`src/rtl/xor_checksum_32_pkg.sv`:
```
// Shared definitions for the XOR checksum block: datapath width and FSM state encoding.
package xor_checksum_32_pkg;

    localparam int unsigned DATA_W = 32;

    typedef enum logic [1:0] {
        StIdle  = 2'd0,
        StAccum = 2'd1,
        StDone  = 2'd2
    } state_e;

endpackage

```
`src/rtl/xor_32_bits.sv`:
```
// Combinational 32-bit bitwise XOR used as the checksum fold datapath.
module xor_32_bits
    import xor_checksum_32_pkg::*;
(
    input  logic [DATA_W-1:0] a,
    input  logic [DATA_W-1:0] b,
    output logic [DATA_W-1:0] s
);

    assign s = a ^ b;

endmodule

```
`src/rtl/xor_checksum_32.sv`:
```
// XOR checksum engine: folds len words into a seeded 32-bit accumulator, pulses done with result.
module xor_checksum_32 #(
    parameter int unsigned LEN_W  = 8,
    parameter int unsigned DATA_W = xor_checksum_32_pkg::DATA_W
) (
    input  logic              clk,
    input  logic              rst_n,
    input  logic              start,
    input  logic [LEN_W-1:0]  len,
    input  logic [DATA_W-1:0] seed,
    input  logic              in_valid,
    input  logic [DATA_W-1:0] in_data,
    output logic              in_ready,
    output logic              busy,
    output logic              done,
    output logic [DATA_W-1:0] result,
    output logic [LEN_W-1:0]  count
);

    import xor_checksum_32_pkg::*;

    localparam logic [LEN_W-1:0] LenOne = LEN_W'(1);

    state_e            state_q, state_d;
    logic [DATA_W-1:0] acc_q, acc_d;
    logic [DATA_W-1:0] acc_xor;
    logic [DATA_W-1:0] result_q, result_d;
    logic [LEN_W-1:0]  len_q, len_d;
    logic [LEN_W-1:0]  count_q, count_d;
    logic [LEN_W-1:0]  count_inc;

    xor_32_bits u_xor (
        .a (acc_q),
        .b (in_data),
        .s (acc_xor)
    );

    assign count_inc = count_q + LenOne;

    always_comb begin
        state_d  = state_q;
        acc_d    = acc_q;
        len_d    = len_q;
        count_d  = count_q;
        result_d = result_q;
        unique case (state_q)
            StIdle: begin
                if (start) begin
                    acc_d   = seed;
                    len_d   = len;
                    count_d = '0;
                    state_d = (len == '0) ? StDone : StAccum;
                end
            end
            StAccum: begin
                // in_ready is implied by being in this state
                if (in_valid) begin
                    acc_d   = acc_xor;
                    count_d = count_inc;
                    if (count_inc == len_q) begin
                        state_d = StDone;
                    end
                end
            end
            StDone: begin
                state_d = StIdle;
            end
            default: begin
                state_d = StIdle;
            end
        endcase
        // Result is captured on entry to DONE so it is valid alongside the done pulse.
        if (state_d == StDone && state_q != StDone) begin
            result_d = acc_d;
        end
    end

    always_ff @(posedge clk) begin
        if (!rst_n) begin
            state_q  <= StIdle;
            acc_q    <= '0;
            len_q    <= '0;
            count_q  <= '0;
            result_q <= '0;
        end else begin
            state_q  <= state_d;
            acc_q    <= acc_d;
            len_q    <= len_d;
            count_q  <= count_d;
            result_q <= result_d;
        end
    end

    assign in_ready = (state_q == StAccum);
    assign busy     = (state_q != StIdle);
    assign done     = (state_q == StDone);
    assign result   = result_q;
    assign count    = count_q;

endmodule

```
`config.mk`:
```
export PLATFORM = sky130hd
export DESIGN_NAME = xor_checksum_32
export DESIGN_NICKNAME = d
export VERILOG_FILES = /design/src/rtl/xor_checksum_32_pkg.sv /design/src/rtl/xor_32_bits.sv /design/src/rtl/xor_checksum_32.sv
export SDC_FILE = /design/constraint.sdc
export NUM_CORES = 1
export LEC_CHECK = 0
export CORE_MARGIN = 2
export CORE_UTILIZATION = 50
export CTS_CLUSTER_SIZE = 8
export DETAILED_ROUTE_END_ITERATION = 8
export PLACE_DENSITY = 0.85
export SKIP_CTS_REPAIR_TIMING = 1
export SLEW_MARGIN = 20
export SYNTH_ARGS = -nofsm -noshare
export SYNTH_HDL_FRONTEND = slang
export SYNTH_SLANG_ARGS = --single-unit
```
`constraint.sdc`:
```
create_clock -name clk -period 3.85 [get_ports clk]
set_input_delay 0.385 -clock clk [delete_from_list [all_inputs] [get_ports clk]]
set_output_delay 0.385 -clock clk [all_outputs]
set_load 0.02 [all_outputs]
```
==> out/metrics.yaml, run 1 <==
logic_synthesis:
  syn_avg_cell_area_um2: 8.53
  synthMuxAreaShare: 0.0237
  async_flop_share: 0
  synth_edf_count: 0
  synth_compound_area_frac: 0.273
  synth_area_mm2: 0.00386
  synthAdderAreaFrac: 0.00324
  yosysSeqAreaShare: 0.426
  syn_inst: 452
  ys.flop_type: "dfxtp_1"
  synth_xor_area_frac: 0.0318
  ys_types: 37
  synth_top_family_by_area: "compound AO/OA/AOI/OAI gates"
  synth-simple-area-share: 0.190
  syn_nets: 529
  ys_seq_elements: 82
  synth_warnings: 0
cells_and_area:
  drive_gt1_frac: 0.0575
  diodes: 0
  finalNetCount: 629
  nFillCells: 616
  design_area_mm2: 0.00525
  multi_input_area_mm2: 0.00201
  regArea_mm2: 0.00164
  area_growth_pct: 36.1
clocking:
  cts_tree: "built"
  h-tree-depth: 3
  insertion_delay_ns: 0.33
  cts_num_sinks: 82
  root_buffer: "clkbuf_8"
  clk_pin_slew_ns: 0.08
  numCtsBuffers: 9
  clk_path_buf_depth: 2
global_route:
  grt_overflow: 0
  antenna_found_initial: 0
  grtUsageTotal: 0.226
  grt_pass1_wl_um: 15900
  grt_max_degree: 83
  grt_pass1_vias: 3471
route:
  avgViaCountPerCell: 5.52
  final_antenna_net_count: 0
  wl_per_cell_um: 15.0
  drc: 0
  wl_um: 9860
  detail_route.first_pass.iterations: 4
  num_vias: 3638
  drt_iter0_drc: 150
placement:
  hpwl_um: 6780
  placed_cell_area_mm2: 0.00504
  gp_congestion: 0.860
  dp_slack_ns: 1.01
  port-buffer-count: 118
timing:
  fin_crit_ns: 2.87
  maxSlewViolCount: 0
  worst_pin_slew_ns: 1.06
  hold_violations: 0
  final.setup_skew_ns: 0.0107
  max_freq_ghz: 0.349
  setup_viol: 0
  period_share: 0.744
  slew_headroom: 0.293
  worst_slack_ns: 0.984
  setup_tns_ns: 0
  rsz0062_at_grt: "no"
hold_path:
  holdPathEnd: "result[20]"
  holdCritPathClass: "reg -> reg"
  min-delay-start: "result[20]"
  min_delay_path_depth: 2
job:
  maxCapViolCount: 0
floorplan:
  coreArea_mm2: 0.00761
  initial_core_util: 0.507
  ioPinCount: 119
  die-area_mm2: 0.00843
  placementRows: 32
  die_y_um: 91.8
  die_x_um: 91.8
power:
  p_leak_uw: 0.00195
  p_per_area_mw_per_mm2: 357
  ir_drop_v: 0.000241
  p_total_uw: 1870
worst_setup_path:
  r2r_end: "result[17]"
  critical_path_class: "reg -> reg"
  cp.required_ns: 4.12
  reg2reg_slack_ns: 0.98
  path_max_fanout: 20
  r2r-start: "count[0]"
  r2r_cells: 8
  endpoint_kind: "flop"
  cp.arrival_ns: 3.14
  startpoint_type: "flop"
outcome:
  status: "complete, no violations"
==> synthesized netlist by cell type, drive strengths merged (9+ instances only) <==
cell type	number	area, um^2
o211ai	31	233
o21ai	34	170
nor2	26	97.6
inv	9	33.8
a21boi	14	105
a21oi	25	125
o221a	23	268
buf	11	80.1
nand2	81	304
dfxtp	82	1640
and2	29	181
clkbuf	24	90.1
xnor2	10	87.6
==> cell families after synthesis <==
family	after synthesis
simple gates	160
compound gates	142
flops	82
buf+inv	44
xor+xnor	14
mux	9
fa+ha+maj	1
==> metrics by stage <==
stage,hold slack (ns),util,std cells
floorplan,0.455,-,452
global placement,0.453,0.663,643
detailed placement,0.461,0.663,643
CTS,0.474,0.690,659
global route,0.488,0.690,659
finish,0.470,0.690,659
==> sequential cells by signal, summed over array words and instances, names as in the netlist <==
signal / count
acc_q: 32
result: 32
count: 8
len_q: 8
state_q: 2
==> worst max-delay path, cell delays in order, from the launching register on <==
cell     delay, ns
dfxtp_1       0.45
ha_1          0.30
nand3_1       0.16
xnor2_1       0.18
nand2_1       0.08
or4_4         0.53
o22ai_4       0.58
buf_4         0.32
o221a_1       0.20
==> metal layers <==
layer,vias to the layer above,share of wire,global-route usage
li1,1797,-,-
met2,100,0.49,0.393
met1,1732,0.45,0.283
met5,-,0,0
met4,0,0.0073,0.0535
met3,9,0.059,0.0559
==> cell usage in the layout, fill, tap and decap left out, types with 2 or more instances in the layout <==
master / instances
nand2_1: 80
nor4_1: 2
nor2_1: 26
and2_1: 29
bufinv_16: 2
clkinv_2: 2
xnor2_1: 10
o21ai_0: 34
clkbuf_8: 9
o221a_1: 20
o21a_1: 4
nand3_1: 5
o221a_2: 2
mux2i_1: 8
a2bb2oi_1: 8
buf_4: 6
a21boi_0: 14
a21oi_1: 25
dfxtp_1: 81
o211ai_1: 31
clkdlybuf4s50_1: 117
inv_1: 9
xor2_1: 4
nor3_1: 6
nor2b_1: 4
clkbuf_1: 2
==> where the power goes <==
| part | switching (uW) | total (uW) | leakage, uW | internal (uW) |
|---|---|---|---|---|
| combinational | 145 | 300 | 0.00117 | 155 |
| sequential | 25.2 | 913 | 0.000669 | 888 |
| clock | 294 | 660 | 0.000107 | 365 |
| total | 464 | 1870 | 0.00195 | 1410 |
==> worst max-delay path by stage <==
stage                     slack [ns]    endpoint      from
final                           0.98  result[17]  count[0]
after global routing            0.79  result[17]  count[0]
after CTS                       1.01  result[17]  count[0]
after detailed placement        1.01  result[29]  count[0]
after global placement          1.10  result[30]  count[0]
after floorplan                 1.46  result[25]  count[0]
==> layout make-up <==
class / count / area share
Multi-Input combinational cell: 326 / 0.384
Sequential cell: 82 / 0.313
Timing Repair Buffer: 124 / 0.233
Clock buffer: 11 / 0.0250
Tap cell: 102 / 0.0243
Clock inverter: 5 / 0.0150
Inverter: 9 / 0.00643
Note: power is estimated with default switching activity, not from simulation.
==> run 2: changes to the inputs <==
CORE_UTILIZATION = 47   (was 50)
PLACE_DENSITY = 0.8   (was 0.85)
clock period = 2.9 ns   (was 3.85 ns; I/O delays follow)
==> run 2 against run 1 <==
  * Fmax is 13% higher
  * Critical path type unchanged
  * Utilization is 4.1 points lower
  * Largest cell class unchanged
  * Flip-flop and latch count stayed put
  * Critical path depth stayed put
  * Highest routed layer unchanged
  * Clock power is 21% higher
  * Cell area is 0.12% higher
==> out/metrics.yaml, run 2 (same netlist as run 1, synthesis figures left out) <==
timing:
  max_freq_ghz: 0.393  # was 0.349 GHz
  hold_ws_ns: 0.474  # was 0.470 ns
  setup_tns_ns: 0  # unchanged
  slew_headroom: 0.386  # was 0.293
  maxSlewViolCount: 0  # unchanged
  setup_viol: 0  # unchanged
  period_share: 0.878  # was 0.744
  hold_violations: 0  # unchanged
  rsz0062_at_grt: "no"  # unchanged
  fin_crit_ns: 2.55  # was 2.87 ns
  worst_pin_slew_ns: 0.920  # was 1.06 ns
  final.setup_skew_ns: 0.0107  # about the same
clocking:
  root_buffer: "clkbuf_8"  # unchanged
  cts_tree: "built"  # unchanged
  numCtsBuffers: 9  # unchanged
  cts_num_sinks: 82  # unchanged
  clk_pin_slew_ns: 0.10  # was 0.08 ns
  insertion_delay_ns: 0.35  # was 0.33 ns
  clk_path_buf_depth: 2  # unchanged
  h-tree-depth: 3  # unchanged
floorplan:
  placementRows: 33  # was 32
  die_y_um: 94.6  # was 91.8 um
  die-area_mm2: 0.00895  # was 0.00843 mm^2
  initial_core_util: 0.477  # was 0.507
  coreArea_mm2: 0.00809  # was 0.00761 mm^2
  die_x_um: 94.6  # was 91.8 um
  ioPinCount: 119  # unchanged
global_route:
  grt_util_met2: 0.384  # was 0.393
  grt_pass1_vias: 3441  # was 3471
  met3_usage: 0.0407  # was 0.0559
  grt_pass1_wl_um: 16300  # was 15900 um
  grt-busiest-layer: "met2"  # unchanged
  grt_overflow: 0  # unchanged
  grt_max_degree: 61  # was 83
  antenna_found_initial: 0  # unchanged
  grtUsageTotal: 0.229  # was 0.226
  met1_usage: 0.295  # was 0.283
cells_and_area:
  finalNetCount: 630  # was 629
  fin_cells: 663  # was 659
  final_util: 0.650  # was 0.690
  nFillCells: 688  # was 616
  drive_gt1_frac: 0.0627  # was 0.0575
  final_common_cell: "clkdlybuf4s50_1"  # unchanged
  final_cell_mix: "clkdlybuf4s50_1 (117), dfxtp_1 (81), nand2_1 (80)"  # unchanged
  diodes: 0  # unchanged
  area_growth_pct: 36.3  # was 36.1%
placement:
  hpwl_um: 7080  # was 6780 um
  gp_congestion: 0.887  # was 0.860
  placed_cells: 647  # was 643
  port-buffer-count: 118  # unchanged
worst_setup_path:
  path_max_fanout: 26  # was 20
  r2r_end: "result[17]"  # unchanged
  endpoint_kind: "flop"  # unchanged
  r2r-start: "count[0]"  # unchanged
  reg2reg_slack_ns: 0.35  # was 0.98 ns
  cp.required_ns: 3.20  # was 4.12 ns
  critical_path_class: "reg -> reg"  # unchanged
  cp.arrival_ns: 2.84  # was 3.14 ns
  r2r_cells: 8  # unchanged
  startpoint_type: "flop"  # unchanged
route:
  final_antenna_net_count: 0  # unchanged
  avgViaCountPerCell: 5.59  # was 5.52
  detail_route.first_pass.iterations: 4  # unchanged
  wl_um: 10300  # was 9860 um
  drc: 0  # unchanged
  drt_iter0_drc: 140  # was 150
  wl_per_cell_um: 15.5  # was 15.0 um
  num_vias: 3706  # was 3638
hold_path:
  holdPathEnd: "result[1]"  # was result[20]
  holdCritPathClass: "reg -> reg"  # unchanged
  min_delay_path_depth: 2  # unchanged
  min-delay-start: "result[1]"  # was result[20]
power:
  p_leak_uw: 0.00195  # about the same
  p_per_area_mw_per_mm2: 459  # was 357 mW/mm^2
  ir_drop_v: 0.000222  # was 0.000241 V
outcome:
  status: "complete, no violations"  # unchanged
job:
  maxCapViolCount: 0  # unchanged
==> run 2: cell count changes in the layout (fill, tap and decap cells not counted), sizes merged <==
cell and delta:
inv +4, bufinv -2, clkbuf -2, clkinv -2
clkinvlp +2, buf +1
==> run 2: area by class of cell <==
class | instances | area (um^2) | share of cell area
well taps | 105 | 131 | 0.0250
repair buffers | 125 | 1240 | 0.236
clock inverters | 7 | 68.8 | 0.0131
multi-input cells | 326 | 2010 | 0.383
flip-flops and latches | 82 | 1640 | 0.313
inverters | 9 | 33.8 | 0.00643
clock buffers | 9 | 124 | 0.0236
==> run 2: how the worst max path moves through the flow <==
stage              from    endpoint  slack [ns]  depth (start not counted)
2_1_floorplan  count[0]  result[25]        0.51                          8
3_3_place_gp   count[0]  result[31]        0.53                          7
3_5_place_dp   count[0]  result[11]        0.40                          8
4_1_cts        count[0]  result[11]        0.36                          8
5_1_grt        count[0]  result[20]        0.17                          8
6_report       count[0]  result[17]        0.35                          8
==> run 2: worst max-delay path, cell delays in order, from the launching register on <==
cell     delay [ns]
dfxtp_1        0.45
ha_1           0.31
nand3_1        0.17
xnor2_1        0.19
nand2_1        0.08
or4_4          0.53
o22ai_4        0.31
buf_12         0.24
o221a_1        0.22
==> run 2: report_power, final <==
part | switching, uW | internal (uW)
clock network | 464 | 336
registers | 31.3 | 1180
logic | 196 | 207
total | 691 | 1720
==> run 2: metal layers <==
layer	routed length [um]	vias to the layer above
li1	-	1800
met1	4560	1760
met2	4830	129
met3	666	17
met4	206	0
met5	0	-
==> run 2: metrics by stage <==
step | setup WS [ns] | total power [uW] | cell area, um^2
final | 0.354 | 2410 | 5260
after global routing | 0.172 | 2520 | 5260
after CTS | 0.355 | 2420 | 5260
after detailed placement | 0.398 | 1640 | 5060
after global placement | 0.529 | 1620 | 5060
after floorplan | 0.508 | 1450 | 3860
